[src/rtl/dmem_bus_bridge_pkg.sv]
// Shared definitions for the data-memory bus bridge: bus widths, FSM states,
// and the default read data returned on a bus timeout.
package dmem_bus_bridge_pkg;

   localparam int unsigned DATA_W = 32;
   localparam int unsigned BUS_AW = 30;
   localparam int unsigned BE_W   = 4;

   localparam logic [DATA_W-1:0] DEF_ERROR_DATA = 32'hFFFF_FFFF;

   typedef enum logic [1:0] {
      DMB_IDLE,
      DMB_RD,
      DMB_WR_DRAIN
   } dmb_state_e;

endpackage

[src/rtl/dmem_write_buffer.sv]
// Single-entry posted-write buffer: filled on load, emptied when the bus
// acknowledges (or times out) the drain of the held entry.
module dmem_write_buffer
   import dmem_bus_bridge_pkg::*;
(
   input  logic              clock,
   input  logic              reset,
   input  logic              load,
   input  logic              drain_ack,
   input  logic [BUS_AW-1:0] addr_in,
   input  logic [BE_W-1:0]   be_in,
   input  logic [DATA_W-1:0] data_in,
   output logic              full,
   output logic [BUS_AW-1:0] addr,
   output logic [BE_W-1:0]   be,
   output logic [DATA_W-1:0] data
);

   logic              full_q, full_d;
   logic [BUS_AW-1:0] addr_q, addr_d;
   logic [BE_W-1:0]   be_q, be_d;
   logic [DATA_W-1:0] data_q, data_d;

   always_comb begin
      full_d = load | (full_q & ~drain_ack);
      addr_d = load ? addr_in : addr_q;
      be_d   = load ? be_in   : be_q;
      data_d = load ? data_in : data_q;
   end

   always_ff @(posedge clock) begin
      if (reset) begin
         full_q <= 1'b0;
         addr_q <= '0;
         be_q   <= '0;
         data_q <= '0;
      end else begin
         full_q <= full_d;
         addr_q <= addr_d;
         be_q   <= be_d;
         data_q <= data_d;
      end
   end

   assign full = full_q;
   assign addr = addr_q;
   assign be   = be_q;
   assign data = data_q;

endmodule

[src/rtl/dmem_bus_bridge.sv]
// Bridges M-stage data accesses onto a req/ack external bus, posting stores
// through a one-entry write buffer and stalling M until reads return.
module dmem_bus_bridge
   import dmem_bus_bridge_pkg::*;
#(
   parameter bit            WB_ENABLE      = 1'b1,
   parameter int unsigned   TIMEOUT_CYCLES = 255,
   parameter int unsigned   TIMEOUT_WIDTH  = 8,
   parameter logic [31:0]   ERROR_DATA     = DEF_ERROR_DATA
) (
   input  logic        clock,
   input  logic        reset,
   input  logic [31:0] Mem_EarlyAddress,
   input  logic        Mem_EarlyWrite,
   input  logic        Mem_EarlyStrobe,
   input  logic [31:0] Mem_Address,
   input  logic [31:0] Mem_WriteData,
   input  logic        Mem_Write,
   input  logic [3:0]  Mem_ByteSelect,
   output logic        Mem_Stall,
   output logic [31:0] Mem_ReadData,
   output logic        Bus_Request,
   output logic        Bus_Write,
   output logic [29:0] Bus_Address,
   output logic [3:0]  Bus_ByteSelect,
   output logic [31:0] Bus_WriteData,
   input  logic        Bus_Ack,
   input  logic [31:0] Bus_ReadData,
   output logic        Bus_Error
);

   localparam logic [TIMEOUT_WIDTH-1:0] TMO_LAST = TIMEOUT_WIDTH'(TIMEOUT_CYCLES - 1);

   dmb_state_e state_q, state_d;

   logic                     pend_q, pend_d, pend_wr_q, pend_wr_d;
   logic [BUS_AW-1:0]        pend_addr_q, pend_addr_d;
   logic [TIMEOUT_WIDTH-1:0] tmo_cnt_q, tmo_cnt_d;
   logic [DATA_W-1:0]        rd_data_q, rd_data_d;
   logic                     bus_req_q, bus_req_d, bus_wr_q, bus_wr_d, bus_err_q, bus_err_d;
   logic [BUS_AW-1:0]        bus_addr_q, bus_addr_d;
   logic [BE_W-1:0]          bus_be_q, bus_be_d;
   logic [DATA_W-1:0]        bus_wdata_q, bus_wdata_d;

   logic              wb_load, wb_drain_ack, wb_full, wb_full_next;
   logic [BUS_AW-1:0] wb_addr;
   logic [BE_W-1:0]   wb_be;
   logic [DATA_W-1:0] wb_data;
   logic              tmo, done, rd_done, wr_access, wr_clear, pend_clear;
   logic              strobe_rd, rd_next, issue;
   logic              unused_addr_lsbs;

   assign unused_addr_lsbs = ^{Mem_Address[1:0], Mem_EarlyAddress[1:0]};

   dmem_write_buffer u_wbuf (
      .clock     (clock),
      .reset     (reset),
      .load      (wb_load),
      .drain_ack (wb_drain_ack),
      .addr_in   (Mem_Address[31:2]),
      .be_in     (Mem_ByteSelect),
      .data_in   (Mem_WriteData),
      .full      (wb_full),
      .addr      (wb_addr),
      .be        (wb_be),
      .data      (wb_data)
   );

   // A timeout is handled exactly like an ack; only the read data differs.
   always_comb begin
      tmo          = bus_req_q & ~Bus_Ack & (tmo_cnt_q == TMO_LAST);
      done         = bus_req_q & (Bus_Ack | tmo);
      rd_done      = done & (state_q == DMB_RD);
      wb_drain_ack = done & (state_q == DMB_WR_DRAIN);
      wr_access    = pend_q & pend_wr_q;
      wb_load      = wr_access & Mem_Write & ~wb_full;
      wb_full_next = wb_load | (wb_full & ~wb_drain_ack);
      strobe_rd    = Mem_EarlyStrobe & ~Mem_EarlyWrite;
      rd_next      = strobe_rd | (pend_q & ~pend_wr_q & ~rd_done);

      // Without the buffer a store stays pending until its own drain completes.
      if (WB_ENABLE) wr_clear = wb_load | ~Mem_Write;
      else           wr_clear = (~Mem_Write & ~wb_full) | wb_drain_ack;

      pend_clear  = pend_wr_q ? wr_clear : rd_done;
      pend_d      = (pend_q & ~pend_clear) | Mem_EarlyStrobe;
      pend_wr_d   = Mem_EarlyStrobe ? Mem_EarlyWrite : pend_wr_q;
      pend_addr_d = Mem_EarlyStrobe ? Mem_EarlyAddress[31:2] : pend_addr_q;

      tmo_cnt_d = (bus_req_q & ~Bus_Ack & ~tmo) ? tmo_cnt_q + TIMEOUT_WIDTH'(1) : '0;
      rd_data_d = rd_done ? (Bus_Ack ? Bus_ReadData : ERROR_DATA) : rd_data_q;
      bus_err_d = tmo;
   end

   always_ff @(posedge clock) begin
      if (reset) state_q <= DMB_IDLE;
      else       state_q <= state_d;
   end

   // Buffered stores always go out before a waiting read.
   always_comb begin
      state_d = state_q;
      if (state_q == DMB_IDLE || done) begin
         if (wb_full_next)  state_d = DMB_WR_DRAIN;
         else if (rd_next)  state_d = DMB_RD;
         else               state_d = DMB_IDLE;
      end
   end

   always_comb begin
      issue       = (state_d != DMB_IDLE) & ((state_q == DMB_IDLE) | done);
      bus_req_d   = (state_d != DMB_IDLE);
      bus_wr_d    = bus_wr_q;
      bus_addr_d  = bus_addr_q;
      bus_be_d    = bus_be_q;
      bus_wdata_d = bus_wdata_q;
      if (issue) begin
         if (state_d == DMB_RD) begin
            bus_wr_d    = 1'b0;
            bus_addr_d  = strobe_rd ? Mem_EarlyAddress[31:2] : pend_addr_q;
            bus_be_d    = '1;
            bus_wdata_d = '0;
         end else begin
            bus_wr_d    = 1'b1;
            bus_addr_d  = wb_load ? Mem_Address[31:2] : wb_addr;
            bus_be_d    = wb_load ? Mem_ByteSelect    : wb_be;
            bus_wdata_d = wb_load ? Mem_WriteData     : wb_data;
         end
      end
      Mem_Stall = (pend_q & ~pend_wr_q) | (wr_access & Mem_Write & (WB_ENABLE ? wb_full : 1'b1));
   end

   always_ff @(posedge clock) begin
      if (reset) begin
         pend_q      <= 1'b0;
         pend_wr_q   <= 1'b0;
         pend_addr_q <= '0;
         tmo_cnt_q   <= '0;
         rd_data_q   <= '0;
         bus_req_q   <= 1'b0;
         bus_wr_q    <= 1'b0;
         bus_addr_q  <= '0;
         bus_be_q    <= '0;
         bus_wdata_q <= '0;
         bus_err_q   <= 1'b0;
      end else begin
         pend_q      <= pend_d;
         pend_wr_q   <= pend_wr_d;
         pend_addr_q <= pend_addr_d;
         tmo_cnt_q   <= tmo_cnt_d;
         rd_data_q   <= rd_data_d;
         bus_req_q   <= bus_req_d;
         bus_wr_q    <= bus_wr_d;
         bus_addr_q  <= bus_addr_d;
         bus_be_q    <= bus_be_d;
         bus_wdata_q <= bus_wdata_d;
         bus_err_q   <= bus_err_d;
      end
   end

   assign Mem_ReadData   = rd_data_q;
   assign Bus_Request    = bus_req_q;
   assign Bus_Write      = bus_wr_q;
   assign Bus_Address    = bus_addr_q;
   assign Bus_ByteSelect = bus_be_q;
   assign Bus_WriteData  = bus_wdata_q;
   assign Bus_Error      = bus_err_q;

endmodule

[config.mk]
export PLATFORM = sky130hd
export DESIGN_NAME = dmem_bus_bridge
export DESIGN_NICKNAME = d
export VERILOG_FILES = /design/src/rtl/dmem_bus_bridge_pkg.sv /design/src/rtl/dmem_write_buffer.sv /design/src/rtl/dmem_bus_bridge.sv
export SDC_FILE = /design/constraint.sdc
export NUM_CORES = 1
export LEC_CHECK = 0
export CAP_MARGIN = 20
export CORE_MARGIN = 2
export CORE_UTILIZATION = 50
export CTS_CLUSTER_DIAMETER = 30
export DETAILED_ROUTE_END_ITERATION = 10
export HOLD_SLACK_MARGIN = 0.15
export PLACE_DENSITY = 0.81
export RECOVER_POWER = 25
export REMOVE_ABC_BUFFERS = 1
export SKIP_CTS_REPAIR_TIMING = 1
export SYNTH_ARGS = -nofsm -noshare
export SYNTH_HDL_FRONTEND = slang
export SYNTH_HIERARCHICAL = 1
export SYNTH_SLANG_ARGS = --single-unit
[constraint.sdc]
create_clock -name clock -period 6.42 [get_ports clock]
set_input_delay 1.605 -clock clock [delete_from_list [all_inputs] [get_ports clock]]
set_output_delay 1.605 -clock clock [all_outputs]
set_load 0.02 [all_outputs]
======== Word level (Yosys, flattened, before mapping) ========
Index checks and enable logic that the tools add are counted.
word-level totals
  bits in registers ....................... 210
  latch bits .............................. 0
  bits in writable memories ............... 0
  bits in read-only memories .............. 0
  input bits .............................. 138
  output and inout bits ................... 102
  word-level logic and storage cells ...... 71
  memories kept ........................... 0
cells by class
  $add $sub $neg .......................... 1
  $mul .................................... 0
  div/mod/pow operators ................... 0
  $lt $le $gt $ge ......................... 0
  equality and inequality tests ........... 4
  shifts and indexed selects .............. 0
  mux-type cells .......................... 13
  bitwise logic cells ..................... 33
  reductions and logical operators ........ 4
operators by type and width
  operator             number
  $mux 32              3
  $mux 30              3
  $and 1x1->1          16
  $not 1->1            10
  $add 8x1->8 const B  1
  $eq 8x8->1 const B   1
  $mux 4               2
  $or 1x1->1           7
  $eq 2x1->1 const B   2
  $mux 2               2
  $mux 1               3
  $eq 2x2->1 const B   1
  $logic_not 2->1      1
  $reduce_bool 2->1    1
  $reduce_or 2->1      1
  $logic_or 1x1->1     1

======== Depth between registers and ports, before layout ========
  word-level depth ........................ 14
  mapped depth ............................ 9
  gate-level depth less buffers ........... 7

======== Hierarchy ========
The synthesis kept the hierarchy.
by module, submodules not included
  module             instances  cells an instance  area each (um^2)
  dmem_bus_bridge    1          875                6969.2
  dmem_write_buffer  1          217                2397.3

======== Least setup slack after synthesis ========
OpenSTA, ideal clock, no wires.
  kind .................................... input to output
  from .................................... input port Mem_Write
  to ...................................... output port Mem_Stall
  arrival time ............................ 2.199 ns
  data required time ...................... 4.815 ns
  slack ................................... 2.616 ns
  stages .................................. 2
  path buffers ............................ 0
  cells stage by stage .................... nand2_1 -> a21boi_0
between the ends
  word-level cells in the longest chain between the ends .. 3
ends and longest elaborated chain
  element                    line                    source
  start, declared            dmem_bus_bridge.sv:18   input logic Mem_Write,
  $and 1x1->1 (2 in series)  dmem_bus_bridge.sv:130  Mem_Stall = (pend_q & ~pend_wr_q) | (wr_access & Mem_Write & (WB_ENABLE ? wb_full : 1'b1));
  $or 1x1->1                 dmem_bus_bridge.sv:130
  end, declared              dmem_bus_bridge.sv:20   output logic Mem_Stall,
Every way passes these cells.

======== Worst setup path in the final report ========
  from .................................... input port Bus_Ack
  to ...................................... register bus_addr_q[22], in the netlist Bus_Address[22]
between the ends
  word-level cells in the longest chain between the ends .. 14
  elaborated cells between the ends (all ways) .. 22
  those cells by class .................... 1 x eq/ne; 4 x mux; 15 x bitwise; 2 x reduce/logical
ends and longest elaborated chain
  element                                          line                                            source
  start, declared                                  dmem_bus_bridge.sv:27                           input logic Bus_Ack,
  $not 1->1                                        dmem_bus_bridge.sv:71                           tmo = bus_req_q & ~Bus_Ack & (tmo_cnt_q == TMO_LAST);
  $and 1x1->1 (2 in series)                        dmem_bus_bridge.sv:71
  $or 1x1->1 (*)                                   dmem_bus_bridge.sv:72                           done = bus_req_q & (Bus_Ack | tmo);
  $and 1x1->1 (*)                                  dmem_bus_bridge.sv:72
  $and 1x1->1                                      dmem_bus_bridge.sv:73                           rd_done = done & (state_q == DMB_RD);
  $not 1->1                                        dmem_bus_bridge.sv:79                           rd_next = strobe_rd | (pend_q & ~pend_wr_q & ~rd_done);
  $and 1x1->1                                      dmem_bus_bridge.sv:79
  $or 1x1->1                                       dmem_bus_bridge.sv:79
  $mux 1                                           dmem_bus_bridge.sv:105                          else if (rd_next) state_d = DMB_RD;
  $mux 2                                           dmem_bus_bridge.sv:104                          if (wb_full_next) state_d = DMB_WR_DRAIN;
  $mux 2                                           dmem_bus_bridge.sv:103                          if (state_q == DMB_IDLE || done) begin
  $eq 2x1->1 or $reduce_bool 2->1 (tied branches)  dmem_bus_bridge.sv:118, dmem_bus_bridge.sv:111
  $mux 30 or $and 1x1->1 (tied branches)           dmem_bus_bridge.sv:118, dmem_bus_bridge.sv:111
  end signal, assigned                             dmem_bus_bridge.sv:154                          bus_addr_q <= bus_addr_d;
  end, declared                                    dmem_bus_bridge.sv:41                           logic [BUS_AW-1:0] bus_addr_q, bus_addr_d;
Mark *: on every way between the ends. The rest lies on a longest branch, timed or not.
A chain may end at the register's enable or synchronous reset.

==> results.md <==
- Overall Power: 4.50 mW
- Crit share post-route: 84.4%
- Pleak: 5.04 nW
- Starting Density: 50.6%
- Reg-to-Reg End: Bus_Address[22]
- Fill cells: 1347
- Clock-pin slew on the worst setup and hold paths: 50 ps
- CTS sink cnt: 210
- Final Hold Fails: 0
- Main synth FF type: dfxtp_1
- Detailed-route via count: 8655
- Slowest CP cell: clkbuf_1
- Final setup fails: 0
- RSZ-0062 raised after global routing: no
- Nets: 1434
- Top-count cell post-synth: dfxtp_1
- Routed wire length: 26.7 mm
- Core box area: 18500 um2
- Worst slew pin tran: 2510 ps
- Largest net degree at the start of global routing: 80
- Minimum clock period: 5420 ps
- Worst setup margin: 1000 ps
- Fin. max-slew vios: 70
- CP Launch Type: primary input
- GRT overflow: 0
- Min-Delay Path Class: reg -> reg
- Clock Skews: 19.5 ps
- R2R cell count: 9
- Setup CP Type: in -> reg
- Initial DRC Count: 602
- Initial antenna violation count: 2
- Critical path origin: Bus_Ack
- Area occupied by multi-input gates: 4540 um2
- Vias in the first global route: 8381
- # IOs: 240
- Pwr Density: 336 nW/um2
- CTS tree: done
- Die H: 141 um
- GRT Total Usage: 26.0%
- IO buf count: 235
- Clk Latency, worst-skew pair: 540 ps
- CP peak stage delay: 1260 ps
- CP Capture Type: flop
- Maxcap violations: 2
- Async set-reset flop share out of synthesis: 0%
- Hpwl dp: 15.6 mm
- H-tree lvl count: 2
- Clk buf depth: 3
- Register area share after synthesis: 44.9%
- CTS root buf: clkbuf_16
- First-pass GRT wire length: 42.6 mm
- DR pass1 iterations: 5
- Num CTS Buffers: 45
- Avg Cell Area, Syn: 8.58 um2
- RD Place Congestion: 0.806
- Status: complete, but fails checks
- Most frequent CP cell: buf_4
- Post-route DRC: 0
- Layout cells sized above 1: 8.41%
- Critical R2R Launch: tmo_cnt_q[0]
- Worst path required time: 6900 ps
- Die width: 141 um
- Reg2Reg Setup Slack: 3240 ps
- Number of flops mapped to enable cells by yosys: 0
- Violated checks: capacitance limit, slew limit
- Vias/cell: 5.52
- Crit path depth: 8
- Synth top cells by count: 210 x dfxtp_1, 161 x nand2_1, 142 x nor2_1
- Post-synth top area share: 44.9%
- Seq cells post-synth: 210
- Slew margin rel.: -67.4%
- Wirelength per Cell: 17.0 um
- Max VDD drop: 221 uV
- Crit path cell chain: dlygate4sd3_1 -> clkbuf_1 -> a22oi_2 -> a211oi_4 -> buf_4 -> or2_1 -> buf_4 -> a32o_1
- FF/Latch Area: 4200 um2
- Synth top area cells: dfxtp_1 45%, mux2i_1 14%, nand2_1 6.5%
- Mapped Area: 9370 um2
- Setup TNS: 0 ps
- Arrival time worst endpoint: 5900 ps
- F_max: 0.185 GHz
- Synth cell types: 49
- Die footprint: 19800 um2
- Row count: 50
- Yosys top cell by area: dfxtp_1
- Dpl ws: 1700 ps
- Critical Path End: Bus_Address[22]
- Syn Inst Count: 1092
- ANT nets after route: 0
- Max FO, Critical Path: 36
- Crit-path leading delay family: buffers and inverters
- WP buf/inv: 4
- Synth warn: 6
- Synthesis-to-finish area growth: 42.9%
-- layout make-up --
cell class / count / share of cell area (%)
tap: 234 / 2.19
inverter: 41 / 1.19
clock inverter: 33 / 3.68
multi-input combinational: 743 / 34.0
antenna: 2 / 0.0374
clock buffer: 51 / 9.03
timing repair buffer: 253 / 18.5
sequential: 210 / 31.4
-- registers in the layout (all words and copies together), names as in the netlist --
name	flops
Bus_Address	30
Bus_ByteSelect	4
Bus_Error	1
Bus_Request	1
Bus_Write	1
Bus_WriteData	32
Mem_ReadData	32
pend_addr_q	30
pend_q	1
pend_wr_q	1
state_q	2
tmo_cnt_q	8
u_wbuf/addr	30
u_wbuf/be	4
u_wbuf/data	32
u_wbuf/full	1
-- worst min-delay path by stage --
| stage | startpoint | to | slack, ps | cells past startpoint |
|---|---|---|---|---|
| finish | Bus_ByteSelect[0] | Bus_ByteSelect[0] | 470 | 2 |
| CTS | Bus_ByteSelect[0] | Bus_ByteSelect[0] | 470 | 2 |
| floorplan | tmo_cnt_q[0] | tmo_cnt_q[0] | 450 | 1 |
| global route | Bus_WriteData[29] | Bus_WriteData[29] | 490 | 2 |
| global placement | Bus_ByteSelect[0] | Bus_ByteSelect[0] | 460 | 2 |
| detailed placement | Bus_ByteSelect[0] | Bus_ByteSelect[0] | 460 | 2 |
-- cells in the final DEF (no fill, tap or decap), drive strengths merged, types with 2 or more instances in the layout --
master | synthesis | routed
a21o | 3 | 3
a21oi | 39 | 39
a221oi | 5 | 5
a311oi | 32 | 32
a32o | 30 | 30
and2 | 2 | 2
and4 | 2 | 2
buf | 31 | 17
bufinv | 0 | 9
clkbuf | 67 | 54
clkdlybuf4s50 | 0 | 231
clkinv | 0 | 13
clkinvlp | 0 | 7
dfxtp | 210 | 210
diode | 0 | 2
dlygate4sd3 | 0 | 2
ha | 2 | 2
inv | 41 | 45
mux2i | 131 | 131
nand2 | 161 | 161
nand2b | 3 | 3
nand3 | 36 | 36
nand4 | 32 | 32
nor2 | 143 | 143
nor2b | 32 | 32
nor3 | 2 | 2
o21ai | 65 | 65
xor2 | 5 | 5
-- where the power goes --
| group | internal [mW] | total [mW] | leakage (nW) | switching [mW] |
|---|---|---|---|---|
| combinational | 0.256 | 0.568 | 2.52 | 0.312 |
| sequential | 1.37 | 1.40 | 1.71 | 0.0318 |
| clock | 1.74 | 2.53 | 0.812 | 0.794 |
-- worst reg2reg max path, stage by stage, from the launching register on --
cell and delay [ps]:
dfxtp_1 400, inv_1 70, ha_1 210, and4_1 230, a22oi_2 640, a211oi_4 110, buf_4 290, or2_1 510
buf_4 340, a32o_1 250
-- kinds of logic (layout without fill, tap and decap cells) --
group | count (synthesis) | after routing | share of synthesized area, %
AO/OA/AOI/OAI | 186 | 186 | 13.9
XOR/XNOR | 6 | 6 | 0.561
adder cells (fa/ha/maj) | 2 | 2 | 0.267
buffers and inverters | 139 | 378 | 6.93
flip-flops | 210 | 210 | 44.9
multiplexers | 131 | 131 | 14.0
other | 0 | 2 | 0
AND/OR/NAND/NOR | 418 | 418 | 19.4
-- stage by stage --
step	instance area, um2	util [%]	hold WS [ps]	std cells
final	13400	72.3	466	1567
after CTS	13400	72.3	468	1565
after floorplan	8870	-	453	994
after detailed placement	11700	63.1	461	1481
after global routing	13400	72.3	486	1566
after global placement	11700	63.1	455	1481
-- metal layers --
| metal | global-route usage, % | wire length, um | vias to the layer above |
|---|---|---|---|
| li1 | - | - | 4204 |
| met1 | 32.1 | 11000 | 4072 |
| met2 | 43.2 | 12700 | 328 |
| met3 | 8.25 | 2440 | 51 |
| met4 | 8.58 | 623 | 0 |
| met5 | 0 | 0 | - |
No activity file was read; power rests on OpenSTA's default activity.
